`src/rtl/y86_pkg.sv`:
```
// Shared Y86-64 register-file definitions for the decode-stage scoreboard.
package y86_pkg;

  localparam logic [3:0] RAX  = 4'h0;
  localparam logic [3:0] RCX  = 4'h1;
  localparam logic [3:0] RDX  = 4'h2;
  localparam logic [3:0] RBX  = 4'h3;
  localparam logic [3:0] RSP  = 4'h4;
  localparam logic [3:0] RBP  = 4'h5;
  localparam logic [3:0] RSI  = 4'h6;
  localparam logic [3:0] RDI  = 4'h7;
  localparam logic [3:0] R8   = 4'h8;
  localparam logic [3:0] R9   = 4'h9;
  localparam logic [3:0] R10  = 4'hA;
  localparam logic [3:0] R11  = 4'hB;
  localparam logic [3:0] R12  = 4'hC;
  localparam logic [3:0] R13  = 4'hD;
  localparam logic [3:0] R14  = 4'hE;
  localparam logic [3:0] RNONE = 4'hF;

  localparam int NREG_DEFAULT = 15;

endpackage

```
`src/rtl/sb_counter.sv`:
```
// Saturating pending-write counter for one register; reports an error pulse
// on overflow (held at max) or underflow (clamped to zero).
module sb_counter #(
  parameter int CNT_W = 2
) (
  input  logic       clock,
  input  logic       reset_n,
  input  logic       inc,
  input  logic [1:0] dec,
  output logic       nz,
  output logic       err_evt
);

  localparam logic [CNT_W-1:0] CNT_MAX = {CNT_W{1'b1}};
  localparam logic [CNT_W-1:0] ONE     = {{(CNT_W-1){1'b0}}, 1'b1};

  logic [CNT_W-1:0] cnt_r;
  logic [CNT_W-1:0] cnt_nxt_s;

  // Net change of inc minus dec applied as one step, with clamping.
  always_comb begin
    cnt_nxt_s = cnt_r;
    err_evt   = 1'b0;
    case ({inc, dec})
      3'b100: begin
        if (cnt_r == CNT_MAX) begin
          err_evt = 1'b1;
        end else begin
          cnt_nxt_s = cnt_r + ONE;
        end
      end
      3'b001, 3'b110: begin
        if (cnt_r == {CNT_W{1'b0}}) begin
          err_evt = 1'b1;
        end else begin
          cnt_nxt_s = cnt_r - ONE;
        end
      end
      3'b010, 3'b111: begin
        if (cnt_r <= ONE) begin
          cnt_nxt_s = {CNT_W{1'b0}};
          err_evt   = 1'b1;
        end else begin
          cnt_nxt_s = cnt_r - ONE - ONE;
        end
      end
      default: begin
        cnt_nxt_s = cnt_r;
      end
    endcase
  end

  // Counter state register.
  always_ff @(posedge clock or negedge reset_n) begin
    if (!reset_n) begin
      cnt_r <= {CNT_W{1'b0}};
    end else begin
      cnt_r <= cnt_nxt_s;
    end
  end

  assign nz = |cnt_r;

endmodule

```
`src/rtl/rf_scoreboard.sv`:
```
// Decode hazard scoreboard: per-register pending-write counters and stall.
// Optional stall statistics counter enabled by defining RF_SB_STATS_EN.
module rf_scoreboard
  import y86_pkg::*;
#(
  parameter int NREG  = NREG_DEFAULT,
  parameter int CNT_W = 2
) (
  input  logic            clock,
  input  logic            reset_n,
  input  logic            issue_valid,
  input  logic [3:0]      issue_srcA,
  input  logic [3:0]      issue_srcB,
  input  logic [3:0]      issue_dstE,
  input  logic [3:0]      issue_dstM,
  input  logic            retire_valid,
  input  logic [3:0]      retire_dstE,
  input  logic [3:0]      retire_dstM,
  input  logic            kill_valid,
  input  logic [3:0]      kill_dstE,
  input  logic [3:0]      kill_dstM,
  input  logic            err_clr,
  output logic            stall_d,
  output logic [NREG-1:0] busy_mask,
  output logic            err,
  output logic [31:0]     stall_cycles
);

  logic [NREG-1:0] busy_s;
  logic [NREG-1:0] err_evt_s;
  logic [15:0]     busy_id_s;
  logic            err_r;

  // Widen to the full 4-bit ID space so RNONE and IDs >= NREG read as idle.
  always_comb begin
    busy_id_s = 16'h0000;
    busy_id_s[NREG-1:0] = busy_s;
  end

  assign stall_d = issue_valid & (busy_id_s[issue_srcA] | busy_id_s[issue_srcB]);

  for (genvar i = 0; i < NREG; i++) begin : g_cnt
    localparam logic [3:0] ID = 4'(i);
    logic inc_s;
    logic ret_s;
    logic kill_s;

    // dstE == dstM yields a single hit, so popq %rsp counts once.
    assign inc_s  = issue_valid & ~stall_d & ((issue_dstE == ID) | (issue_dstM == ID));
    assign ret_s  = retire_valid & ((retire_dstE == ID) | (retire_dstM == ID));
    assign kill_s = kill_valid & ((kill_dstE == ID) | (kill_dstM == ID));

    sb_counter #(.CNT_W(CNT_W)) u_cnt (
      .clock   (clock),
      .reset_n (reset_n),
      .inc     (inc_s),
      .dec     ({1'b0, ret_s} + {1'b0, kill_s}),
      .nz      (busy_s[i]),
      .err_evt (err_evt_s[i])
    );
  end

  assign busy_mask = busy_s;

  // Sticky error; a new error in the same cycle beats err_clr.
  always_ff @(posedge clock or negedge reset_n) begin
    if (!reset_n) begin
      err_r <= 1'b0;
    end else if (|err_evt_s) begin
      err_r <= 1'b1;
    end else if (err_clr) begin
      err_r <= 1'b0;
    end else begin
      err_r <= err_r;
    end
  end

  assign err = err_r;

`ifdef RF_SB_STATS_EN
  logic [31:0] stall_cycles_r;

  // Saturating count of stalled decode cycles.
  always_ff @(posedge clock or negedge reset_n) begin
    if (!reset_n) begin
      stall_cycles_r <= 32'h0000_0000;
    end else if (err_clr) begin
      stall_cycles_r <= 32'h0000_0000;
    end else if (stall_d && (stall_cycles_r != 32'hFFFF_FFFF)) begin
      stall_cycles_r <= stall_cycles_r + 32'h0000_0001;
    end else begin
      stall_cycles_r <= stall_cycles_r;
    end
  end

  assign stall_cycles = stall_cycles_r;
`else
  assign stall_cycles = 32'h0000_0000;
`endif

endmodule

```
`config.mk`:
```
export PLATFORM = sky130hd
export DESIGN_NAME = rf_scoreboard
export DESIGN_NICKNAME = d
export VERILOG_FILES = /design/src/rtl/y86_pkg.sv /design/src/rtl/sb_counter.sv /design/src/rtl/rf_scoreboard.sv
export SDC_FILE = /design/constraint.sdc
export NUM_CORES = 1
export LEC_CHECK = 0
export CAP_MARGIN = 0
export CORE_MARGIN = 3
export CORE_UTILIZATION = 40
export CTS_CLUSTER_DIAMETER = 80
export CTS_CLUSTER_SIZE = 40
export DETAILED_ROUTE_END_ITERATION = 10
export GPL_ROUTABILITY_DRIVEN = 0
export HOLD_SLACK_MARGIN = 0.15
export PLACE_DENSITY = 0.71
export SYNTH_ARGS = -nofsm -noshare
export SYNTH_HDL_FRONTEND = slang
export SYNTH_SLANG_ARGS = --single-unit
```
`constraint.sdc`:
```
create_clock -name clock -period 4.15 [get_ports clock]
set_clock_uncertainty 0.1 [all_clocks]
set_input_delay 0.6225 -clock clock [delete_from_list [all_inputs] [get_ports clock]]
set_output_delay 0.6225 -clock clock [all_outputs]
set_load 0.01 [all_outputs]
```
---- Word-level counts from Yosys, hierarchy flattened ----
Index checks and enable logic that the tools add are counted.
operators by class
  $add $sub $neg .......................... 60
  order comparisons ....................... 17
  eq/ne operators ......................... 204
  mux-type cells .......................... 126
  bitwise operators ....................... 94
  reductions and logical operators ........ 98
operator list
  kind                 number
  $eq 4x4->1 const B   42
  $eq 3x3->1 const B   45
  $eq 4x3->1 const B   24
  $mux 2               45
  $pmux 2 s3           15
  $reduce_or 2->1      45
  $ne 2x2->1 const B   30
  $sub 2x1->2 const B  30
  $mux 1               49
  $eq 4x2->1 const B   12
  $and 1x1->1          47
  $or 1x1->1           46
  $eq 3x1->1 const B   15
  $eq 3x2->1 const B   15
  $pmux 1 s3           15
  $reduce_and 3->1     15
  $reduce_bool 3->1    15
  $add 1x1->2          15
  $add 2x1->2 const B  15
  $eq 2x2->1 const B   15
  $le 2x1->1 const B   15
  $logic_not 2->1      15
  $eq 4x1->1 const B   6
  $logic_not 4->1      6
  other kinds (5)      7
word-level totals
  bits in registers ....................... 31
  input bits .............................. 38
  output and inout bits ................... 49
  logic and storage cells ................. 615

---- Depth between registers and ports, before layout ----
Gate-level depths: netlist (run 1).
  depth in word-level cells ............... 13
  depth in mapped cells ................... 12
  depth with buffers taken out ............ 12

---- Modules after synthesis ----
Synthesis (run 1) repeated with hierarchy kept, for this count alone.
second synthesis, totals
  cell total of the unflattened synthesis .. 724
  area total of the unflattened synthesis .. 6042.0 µm²
by module, submodules not included
  module         instances  cells each  area an instance (µm²)  seq. area each (µm²)
  sb_counter     15         32          286.5                   50.0
  rf_scoreboard  1          244         1744.2                  25.0

---- Worst setup path before layout (run 1) ----
No wires, ideal clock.
  path type ............................... register to register
  start ................................... register g_cnt[7].u_cnt.cnt_r[0]
  end ..................................... register g_cnt[7].u_cnt.cnt_r[1]
  setup time .............................. 0.125 ns
  arrival time ............................ 3.198 ns
  data required time ...................... 3.925 ns
  setup slack ............................. 0.728 ns
  stages on the path, launching flop included .. 11
  buffers on the path ..................... 1
  period minus slack after synthesis ...... 3.422 ns
  path through ............................ dfrtp_1 inv_1 ha_1 mux2_1 mux4_2 o22a_4 buf_6 nand3_1 mux2_2 a221oi_1 mux2_2
on the way
  longest elaborated chain between the ends .. 12
  elaborated cells on any way between the ends .. 31
  those cells by class .................... add/sub (3); order compare (1); eq/ne (8); mux (8); bitwise (5); reduce/logical (6)
ends and longest elaborated chain
  item                                                              line                 source
  start, declared                                                   sb_counter.sv:17     logic [CNT_W-1:0] cnt_r;
  start signal, assigned                                            sb_counter.sv:56     cnt_r <= {CNT_W{1'b0}};
  start signal, assigned                                            sb_counter.sv:58     cnt_r <= cnt_nxt_s;
  $reduce_or 2->1                                                   sb_counter.sv:62     assign nz = |cnt_r;
  $bmux 1 s4                                                        rf_scoreboard.sv:40  assign stall_d = issue_valid & (busy_id_s[issue_srcA] | busy_id_s[issue_srcB]);
  $mux 1 (implied by the code)                                      rf_scoreboard.sv:40
  $or 1x1->1                                                        rf_scoreboard.sv:40
  $and 1x1->1                                                       rf_scoreboard.sv:40
  $not 1->1                                                         rf_scoreboard.sv:49  assign inc_s = issue_valid & ~stall_d & ((issue_dstE == ID) | (issue_dstM == ID));
  $and 1x1->1 (2 in a row)                                          rf_scoreboard.sv:49
  $eq 3x1->1, or another cell as far along                          sb_counter.sv:24     case ({inc, dec})
  $reduce_or 2->1                                                   sb_counter.sv:24
  $ne 2x2->1 (no line) / $reduce_bool 3->1 (equally long branches)  --
  $reduce_and 3->1 (no line)                                        --
Parallel ways exist; a longest one is shown, timed or not. The select of a mux whose other input is x is not followed.
A chain may end at the register's enable or synchronous reset.

---- Final worst setup path (run 1) ----
  start ................................... input issue_srcA[2]
  end ..................................... output stall_d
on the way
  longest elaborated chain between the ends .. 4
ends and longest elaborated chain
  item                          line                 source
  start, declared               rf_scoreboard.sv:12  input logic [3:0] issue_srcA,
  $bmux 1 s4                    rf_scoreboard.sv:40
  $mux 1 (implied by the code)  rf_scoreboard.sv:40
  $or 1x1->1                    rf_scoreboard.sv:40
  $and 1x1->1                   rf_scoreboard.sv:40
  end, declared                 rf_scoreboard.sv:23  output logic stall_d,
No other way between the ends. The select of a mux whose other input is x is not followed.

==> results of run 1 <==
area by class of cell:
cell class	count	area, µm²
clock buffers	6	139
inverters	86	323
well taps	211	264
fillers	1506	8240
clock inverters	2	35.0
repair buffers	72	676
multi-input cells	686	5030
flip-flops and latches	31	776
cell usage after synthesis, types with 4 or more instances:
cell type	n
sky130_fd_sc_hd__a31oi_1	8
sky130_fd_sc_hd__buf_4	49
sky130_fd_sc_hd__a21o_1	6
sky130_fd_sc_hd__nand2b_1	34
sky130_fd_sc_hd__buf_2	5
sky130_fd_sc_hd__a211o_1	5
sky130_fd_sc_hd__nor3b_1	6
sky130_fd_sc_hd__nor3_1	36
sky130_fd_sc_hd__clkbuf_1	5
sky130_fd_sc_hd__xnor2_1	4
sky130_fd_sc_hd__dfrtp_1	31
sky130_fd_sc_hd__and2_1	21
sky130_fd_sc_hd__nand2_1	80
sky130_fd_sc_hd__mux2_2	19
sky130_fd_sc_hd__a311oi_1	6
sky130_fd_sc_hd__inv_1	86
sky130_fd_sc_hd__a21oi_1	26
sky130_fd_sc_hd__o22ai_1	28
sky130_fd_sc_hd__nor2_1	54
sky130_fd_sc_hd__a221oi_1	6
sky130_fd_sc_hd__nor4_1	25
sky130_fd_sc_hd__ha_1	105
sky130_fd_sc_hd__nor2b_1	5
sky130_fd_sc_hd__mux4_2	4
sky130_fd_sc_hd__o21ai_0	32
sky130_fd_sc_hd__o2bb2ai_1	4
sky130_fd_sc_hd__nand3_1	25
sky130_fd_sc_hd__a211oi_1	6
sky130_fd_sc_hd__or2_2	7
sky130_fd_sc_hd__mux2i_1	22
sequential cells by signal (all words and copies together), names as in the netlist:
register	count
err	1
g_cnt.u_cnt.cnt_r	30
cells by family after synthesis:
group	Yosys count	synth area share (%)
flops	31	12.0
xor+xnor	7	0.949
other cells	1	0.0581
mux	51	9.49
fa+ha+maj	105	20.3
buf+inv	148	11.9
simple gates	317	25.4
compound gates	174	19.8
worst max-delay path, delay by kind of cell:
| family | cells | cell delay [ns] |
|---|---|---|
| AOI/OAI and AO/OA | 1 | 0.23 |
| and+or+nand+nor | 2 | 0.26 |
| buffers and inverters | 2 | 1.18 |
| muxes | 2 | 0.86 |
worst min-delay path by stage:
stage | start | to
6_report | g_cnt[0].u_cnt.cnt_r[1]$_DFFE_PN0P_ | g_cnt[0].u_cnt.cnt_r[1]$_DFFE_PN0P_
3_3_place_gp | g_cnt[0].u_cnt.cnt_r[1]$_DFFE_PN0P_ | g_cnt[0].u_cnt.cnt_r[1]$_DFFE_PN0P_
2_1_floorplan | reset_n | err$_DFFE_PN0P_
3_5_place_dp | g_cnt[0].u_cnt.cnt_r[1]$_DFFE_PN0P_ | g_cnt[0].u_cnt.cnt_r[1]$_DFFE_PN0P_
5_1_grt | g_cnt[0].u_cnt.cnt_r[1]$_DFFE_PN0P_ | g_cnt[0].u_cnt.cnt_r[1]$_DFFE_PN0P_
4_1_cts | g_cnt[0].u_cnt.cnt_r[1]$_DFFE_PN0P_ | g_cnt[0].u_cnt.cnt_r[1]$_DFFE_PN0P_
stage by stage:
stage	power, µW	std cells	utilization, %	hold slack, ns	cell area, µm²
6_report	3200	1094	46.8	0.456	7240
5_1_grt	3500	1094	46.8	0.519	7240
4_1_cts	3210	1094	46.8	0.457	7240
3_5_place_dp	2730	1086	45.7	0.443	7070
3_3_place_gp	2690	1086	45.7	0.448	7070
2_1_floorplan	2210	865	-	0.227	6580
per-layer routing:
| layer | global-route usage (%) | share of wire (%) | vias up |
|---|---|---|---|
| li1 | - | - | 3008 |
| met3 | 3.46 | 6.6 | 32 |
| met1 | 26.2 | 46 | 2836 |
| met4 | 6.41 | 2.9 | 0 |
| met2 | 30.6 | 44 | 218 |
| met5 | 0 | 0 | - |
power by group:
part	leakage, µW	switching [µW]	internal (µW)
clock network	0.0000868	154	299
registers	0.000363	257	454
logic	0.00305	1110	927
total	0.00350	1530	1680
==> metrics list, run 1 <==
- The flow ran to the end, and the final reports show no timing, DRC or antenna violations.
- The average instance in the mapped netlist occupies about 7.7 µm².
- Critical Path Start: issue_srcA[2]
- Total iterations of the first detailed-routing run: 6
* Combined area of all synthesized cells: ~6500 µm²
- For this run, the total global-route usage over all layers was measured as between 10% and 20%.
- Data required time of the worst path: between 3 and 4 ns
* Remaining routing DRC violations: 0
- The slowest stage of the critical path belongs to the cell sky130_fd_sc_hd__clkdlybuf4s50_1.
- Critical path data arrival time: ~3.2 ns
* Post-synthesis cell count: 834
* TritonCTS clock tree: yes
- Counting I/O delays and the setup requirement, the final critical path takes a little under 4 ns.
* Site Rows: between 40 and 50
* Global-route wire length before repair: approximately 28000 µm
- Start of the worst register-to-register path: g_cnt[2].u_cnt.cnt_r[0]$_DFFE_PN0P_
* Number of buffers on the longest clock path: 2
- Port buffering added 54 buffers.
- The initial antenna violation count was 0.
* Worst-path fanout max: 6
- At the pin with the least slew margin, the transition time is 0.822 ns.
- Counting flops with an async set or reset pin after synthesis yields a share of 100%.
- Count of hold-fix buffers inserted at cts: 0
* Crit share post-route: between 90 and 100%
* Die width: about 130 µm
- Die Ht: roughly 130 µm
- Clock transition at the register clock pins on the worst setup and hold paths after CTS: about 0.06 ns
- Sum of overflow across all layers after global routing: 0
* Number of nets at the end of the flow: slightly above 1000
* Core area: around 15000 µm²
- Power spread over the standard cell area amounts to 442 nW/µm².
- The worst pin sits at a relative slew slack of between 40 and 50%.
- Startpoint type of the worst setup path: input port
* Final HPWL from detailed placement: between 10000 and 15000 µm
- The clock net in this run drives a total of 31 sinks.
* Largest stage delay on the critical path: between 0.6 and 0.7 ns
- Master cell of the clock root buffer: sky130_fd_sc_hd__clkbuf_16
- The cell that appears most often on the critical path is sky130_fd_sc_hd__clkdlybuf4s50_1.
- In this run the biggest area consumer among cell types represents 20.3% of the synthesized area.
- The min-delay analysis places its worst path in the category register to register.
* Starting density of the core: a little over two fifths
* VDD IR max: 203 µV
* Logic depth of the worst register-to-register path: 11
- The synthesized design spends more area on one cell type than any other, namely sky130_fd_sc_hd__ha_1.
- Yosys mapped a number of flops with a built-in enable equal to 0.
- The routed layout has between 6000 and 7000 vias.
- At the placement stage, the worst setup path has a slack of just over 0.09 ns.
- Setup violations remaining at the end of the flow were counted as 0.
- The number of antenna diodes in the final layout is 0.
- The Yosys step of the flow raised 0 warnings.
- After layout, the worst setup slack is ~0.27 ns.
* Level count of the clock H-tree: 2
- Critical Path End: stall_d
- For this block, the initial DRC count from the detailed router was around 510.
* Area Growth Syn to Fin: 12.1%
* Kind of critical path: input port to output pin
* Wirelength per Cell: around 16 µm
- Total I/O pin count: 87
- Maximum number of pins on one net before global-route repair: 32
- Counting the buffers created by CTS gives 5.
- For this run, the leading register cell type out of synthesis is sky130_fd_sc_hd__dfrtp_1.
- Max Slew Vio Count: 0
* Setup crit end kind: output pin
* Number of maximum-capacitance constraint violations: 0
- The endpoint identified for the worst register-to-register timing path is err$_DFFE_PN0P_.
- Vias in the first global route: ~5500
- Number of storage elements in the synthesis netlist: 31
* Most area-consuming cells after synthesis: sky130_fd_sc_hd__ha_1, sky130_fd_sc_hd__dfrtp_1, sky130_fd_sc_hd__buf_4, sky130_fd_sc_hd__inv_1, sky130_fd_sc_hd__nand2_1
- Cells traversed along the worst timing path: clkdlybuf4s50_1 > mux2_2 > mux4_2 > o22ai_1 > nor2_1 > nor2b_1 > clkdlybuf4s50_1
- Most frequent cells in the layout: sky130_fd_sc_hd__ha_1, sky130_fd_sc_hd__inv_1, sky130_fd_sc_hd__nand2_1
- FMAX: between 200 and 300 MHz
- ANT nets after route: 0
* Reg2reg setup slack: between 0.4 and 0.5 ns
- Setup repair after global routing missed its margin: no
* Via-per-instance ratio: about 5.6
* Total negative slack: 0 ns
- Post-detailed-routing wire length: 17300 µm
* Post-CTS sizing: 0
* P_leak: between 0.003 and 0.004 µW
- Die Outline Area: 17700 µm²
- Sequential elements use around an eighth of the synthesized area.
- The number of different library cells used by synthesis comes to 80.
- Clock insertion delay at the later pin of the skew report: about 0.3 ns
- Post-CTS Setup Inserts: 0
* Share of final-layout standard cells stronger than drive strength 1: a little under a tenth
- Final hold violations: 0
- Hold depth: 1
* Leading cell type in the layout, fill and taps excluded: sky130_fd_sc_hd__ha_1
(Power assumes the default switching activity.)
==> run 2: changes to the inputs <==
--- a/config.mk
+++ b/config.mk
@@ -7,13 +7,12 @@
 export LEC_CHECK = 0
 export CAP_MARGIN = 0
 export CORE_MARGIN = 3
-export CORE_UTILIZATION = 40
+export CORE_UTILIZATION = 25
 export CTS_CLUSTER_DIAMETER = 80
-export CTS_CLUSTER_SIZE = 40
 export DETAILED_ROUTE_END_ITERATION = 10
 export GPL_ROUTABILITY_DRIVEN = 0
 export HOLD_SLACK_MARGIN = 0.15
-export PLACE_DENSITY = 0.71
+export PLACE_DENSITY = 0.5
 export SYNTH_ARGS = -nofsm -noshare
 export SYNTH_HDL_FRONTEND = slang
 export SYNTH_SLANG_ARGS = --single-unit
==> metrics list, run 2 (synthesis results as in run 1) <==
- Transition time at the pin with the least slew margin: 0.901 ns
- The worst-case IR drop observed on VDD is 179 µV.
- Once the floorplan was initialized, standard cells occupied roughly 26% of the core.
- Antenna fix cells: 0
- Core area: roughly 25000 µm²
* Die Outline Area: between 20000 and 30000 µm²
- Number of standard cells in the layout, taps in and fillers out: between 1000 and 1500
- Clock transition at the register clock pins on the worst setup and hold paths after CTS: roughly 0.060 ns
- In this run the register-to-register setup slack is 0.46 ns.
* Total power: about 3300 µW
- The number of global-route vias before repair came to between 5000 and 6000.
* Setup-failing EPs final: 0
- Global routing finished with a remaining overflow of 0.
- Site Rows: 58
* Class of the tightest hold or removal check: input port to async pin
- Crit share post-route: about 94%
- At the later pin of the worst-skew pair, clock insertion delay measures 0.29 ns.
* Initial DRC count: approximately 460
- Count of hold-fix buffers inserted at cts: 0
- The worst setup path is launched from an input port.
- FMAX: 257 MHz
- Measured along the y axis, the die boundary spans 167 µm.
- The clock passes through at most 2 buffers.
- Number of sinks driven by the clock tree: 31
- The worst pin sits at a relative slew slack of 39.9%.
- The count of final max-slew check failures came to 0.
- Antenna violations before repair: 0
- Post-placement cell count: roughly 1200
- The floorplan step set the die width to about 170 µm.
* Maximum number of pins on one net before global-route repair: 32
- From synthesis to final layout, the design area changed by 16.2%.
- In the final timing run, aggregate negative setup slack is 0 ns.
- The signal on the critical path passes through clkdlybuf4s50_1 > mux2_2 > mux4_2 > o22ai_2 > nor2_1 > nor2b_1 > clkdlybuf4s50_1.
- Result of the run: complete, no violations
- P per Cell Area: approximately 440 nW/µm²
- The count of buffers added on input and output ports is 54.
- The cell sitting at the root of the clock tree is a sky130_fd_sc_hd__clkbuf_16.
* Most frequent cells in the layout: sky130_fd_sc_hd__ha_1, sky130_fd_sc_hd__inv_1, sky130_fd_sc_hd__nand2_1
- Wirelength per Cell: roughly 16 µm
* Level count of the clock H-tree: 2
* Share of final-layout standard cells stronger than drive strength 1: around 11%
- Global-route wire length before repair: 30200 µm
- The net count of the finished layout is about 1000.
- Setup repair after global routing missed its margin: no
- On the critical path, the stage with the largest delay is an instance of sky130_fd_sc_hd__clkdlybuf4s50_1.
* Largest stage delay on the critical path: approximately 0.60 ns
- Number of maximum-capacitance constraint violations: 0
- Setup crit end kind: output pin
* Critical path data arrival time: around 3.2 ns
- Via-per-instance ratio: 4.85
* P_leak: between 0.003 and 0.004 µW
* Overall track demand over capacity in global routing: 13.5%
- Final hold violations: 0
- Ranked by flip-flop count, first place goes to g_cnt.u_cnt.cnt_r.
- Total number of vias: 5949
- Remaining routing DRC violations: 0
- Fin crit period: approximately 4 ns
- By instance count, the cell type seen most on the critical path is sky130_fd_sc_hd__clkdlybuf4s50_1.
- The pre-antenna-repair detailed-routing pass consisted of 5 iterations.
* Kind of critical path: input port to output pin
- Worst-path fanout max: 6
* Final HPWL from detailed placement: 15800 µm
- STA puts the critical path data required time at between 3 and 4 ns.
- ANT nets after route: 0
- Post-CTS timing repair inserted 0 buffers for setup.
- Wires add up to 19100 µm.
- TritonCTS built the clock tree.
- Max FFs per register: 30
- Total I/O pin count: 87
- Gates resized during post-CTS repair numbered 0.
* Number of buffers created by CTS: 5
- Leading cell type in the layout, fill and taps excluded: sky130_fd_sc_hd__ha_1
==> run 2: changes by cell type in the layout (fill, tap and decap cells not counted) <==
| cell | previous run | this run |
|---|---|---|
| sky130_fd_sc_hd__o22ai_2 | 0 | 1 |
| sky130_fd_sc_hd__buf_4 | 18 | 30 |
| sky130_fd_sc_hd__o22ai_1 | 28 | 27 |
| sky130_fd_sc_hd__clkdlybuf4s50_1 | 54 | 53 |
| sky130_fd_sc_hd__buf_12 | 0 | 1 |
| sky130_fd_sc_hd__buf_2 | 0 | 1 |
==> run 2: cell type report <==
class	instances	area (µm²)
clock buffer	6	139
clock inverter	2	35.0
fill	2703	17800
inverter	86	323
multi-input combinational	686	5040
sequential	31	776
tap	330	413
timing repair buffer	85	781
==> run 2: worst max-delay path: cells and delay by family <==
kind / cells / cell delay (ns)
mux: 2 / 0.85
compound gates: 1 / 0.22
buf+inv: 2 / 1.17
simple gates: 2 / 0.30
==> run 2: stage by stage <==
stage | hold slack (ns) | cell area (µm²) | setup WS, ns | utilization, %
6_report | 0.358 | 7500 | 0.254 | 29.7
5_1_grt | 0.428 | 7500 | 0.0769 | 29.7
4_1_cts | 0.392 | 7500 | 0.0848 | 29.7
3_5_place_dp | 0.454 | 7320 | 0.0319 | 29.0
3_3_place_gp | 0.449 | 7320 | 0.0819 | 29.0
2_1_floorplan | 0.227 | 6580 | 0.728 | -
==> run 2: worst paths after layout <==
check | from | endpoint | depth (start not counted)
min in group clock | g_cnt[0].u_cnt.cnt_r[1]$_DFFE_PN0P_ | g_cnt[0].u_cnt.cnt_r[1]$_DFFE_PN0P_ | 1
setup / recovery | issue_srcA[2] | stall_d | 7
max in group asynchronous | reset_n | g_cnt[11].u_cnt.cnt_r[0]$_DFFE_PN0P_ | 1
hold / removal | reset_n | g_cnt[4].u_cnt.cnt_r[0]$_DFFE_PN0P_ | 1
hold reg to reg | g_cnt[0].u_cnt.cnt_r[1]$_DFFE_PN0P_ | g_cnt[0].u_cnt.cnt_r[1]$_DFFE_PN0P_ | 1
setup reg to reg | g_cnt[0].u_cnt.cnt_r[0]$_DFFE_PN0P_ | err$_DFFE_PN0P_ | 11
==> run 2: where the power goes <==
part	switching, µW	internal (µW)
combinational	1150	954
clock	160	299
sequential	247	454
==> run 2: metal layers <==
metal,up-vias,GRT usage (%),part of all wire [%]
met5,-,0,0
met2,140,21.9,45
met3,16,2.18,5.0
li1,3041,-,-
met1,2752,18.7,48
met4,0,3.41,1.9
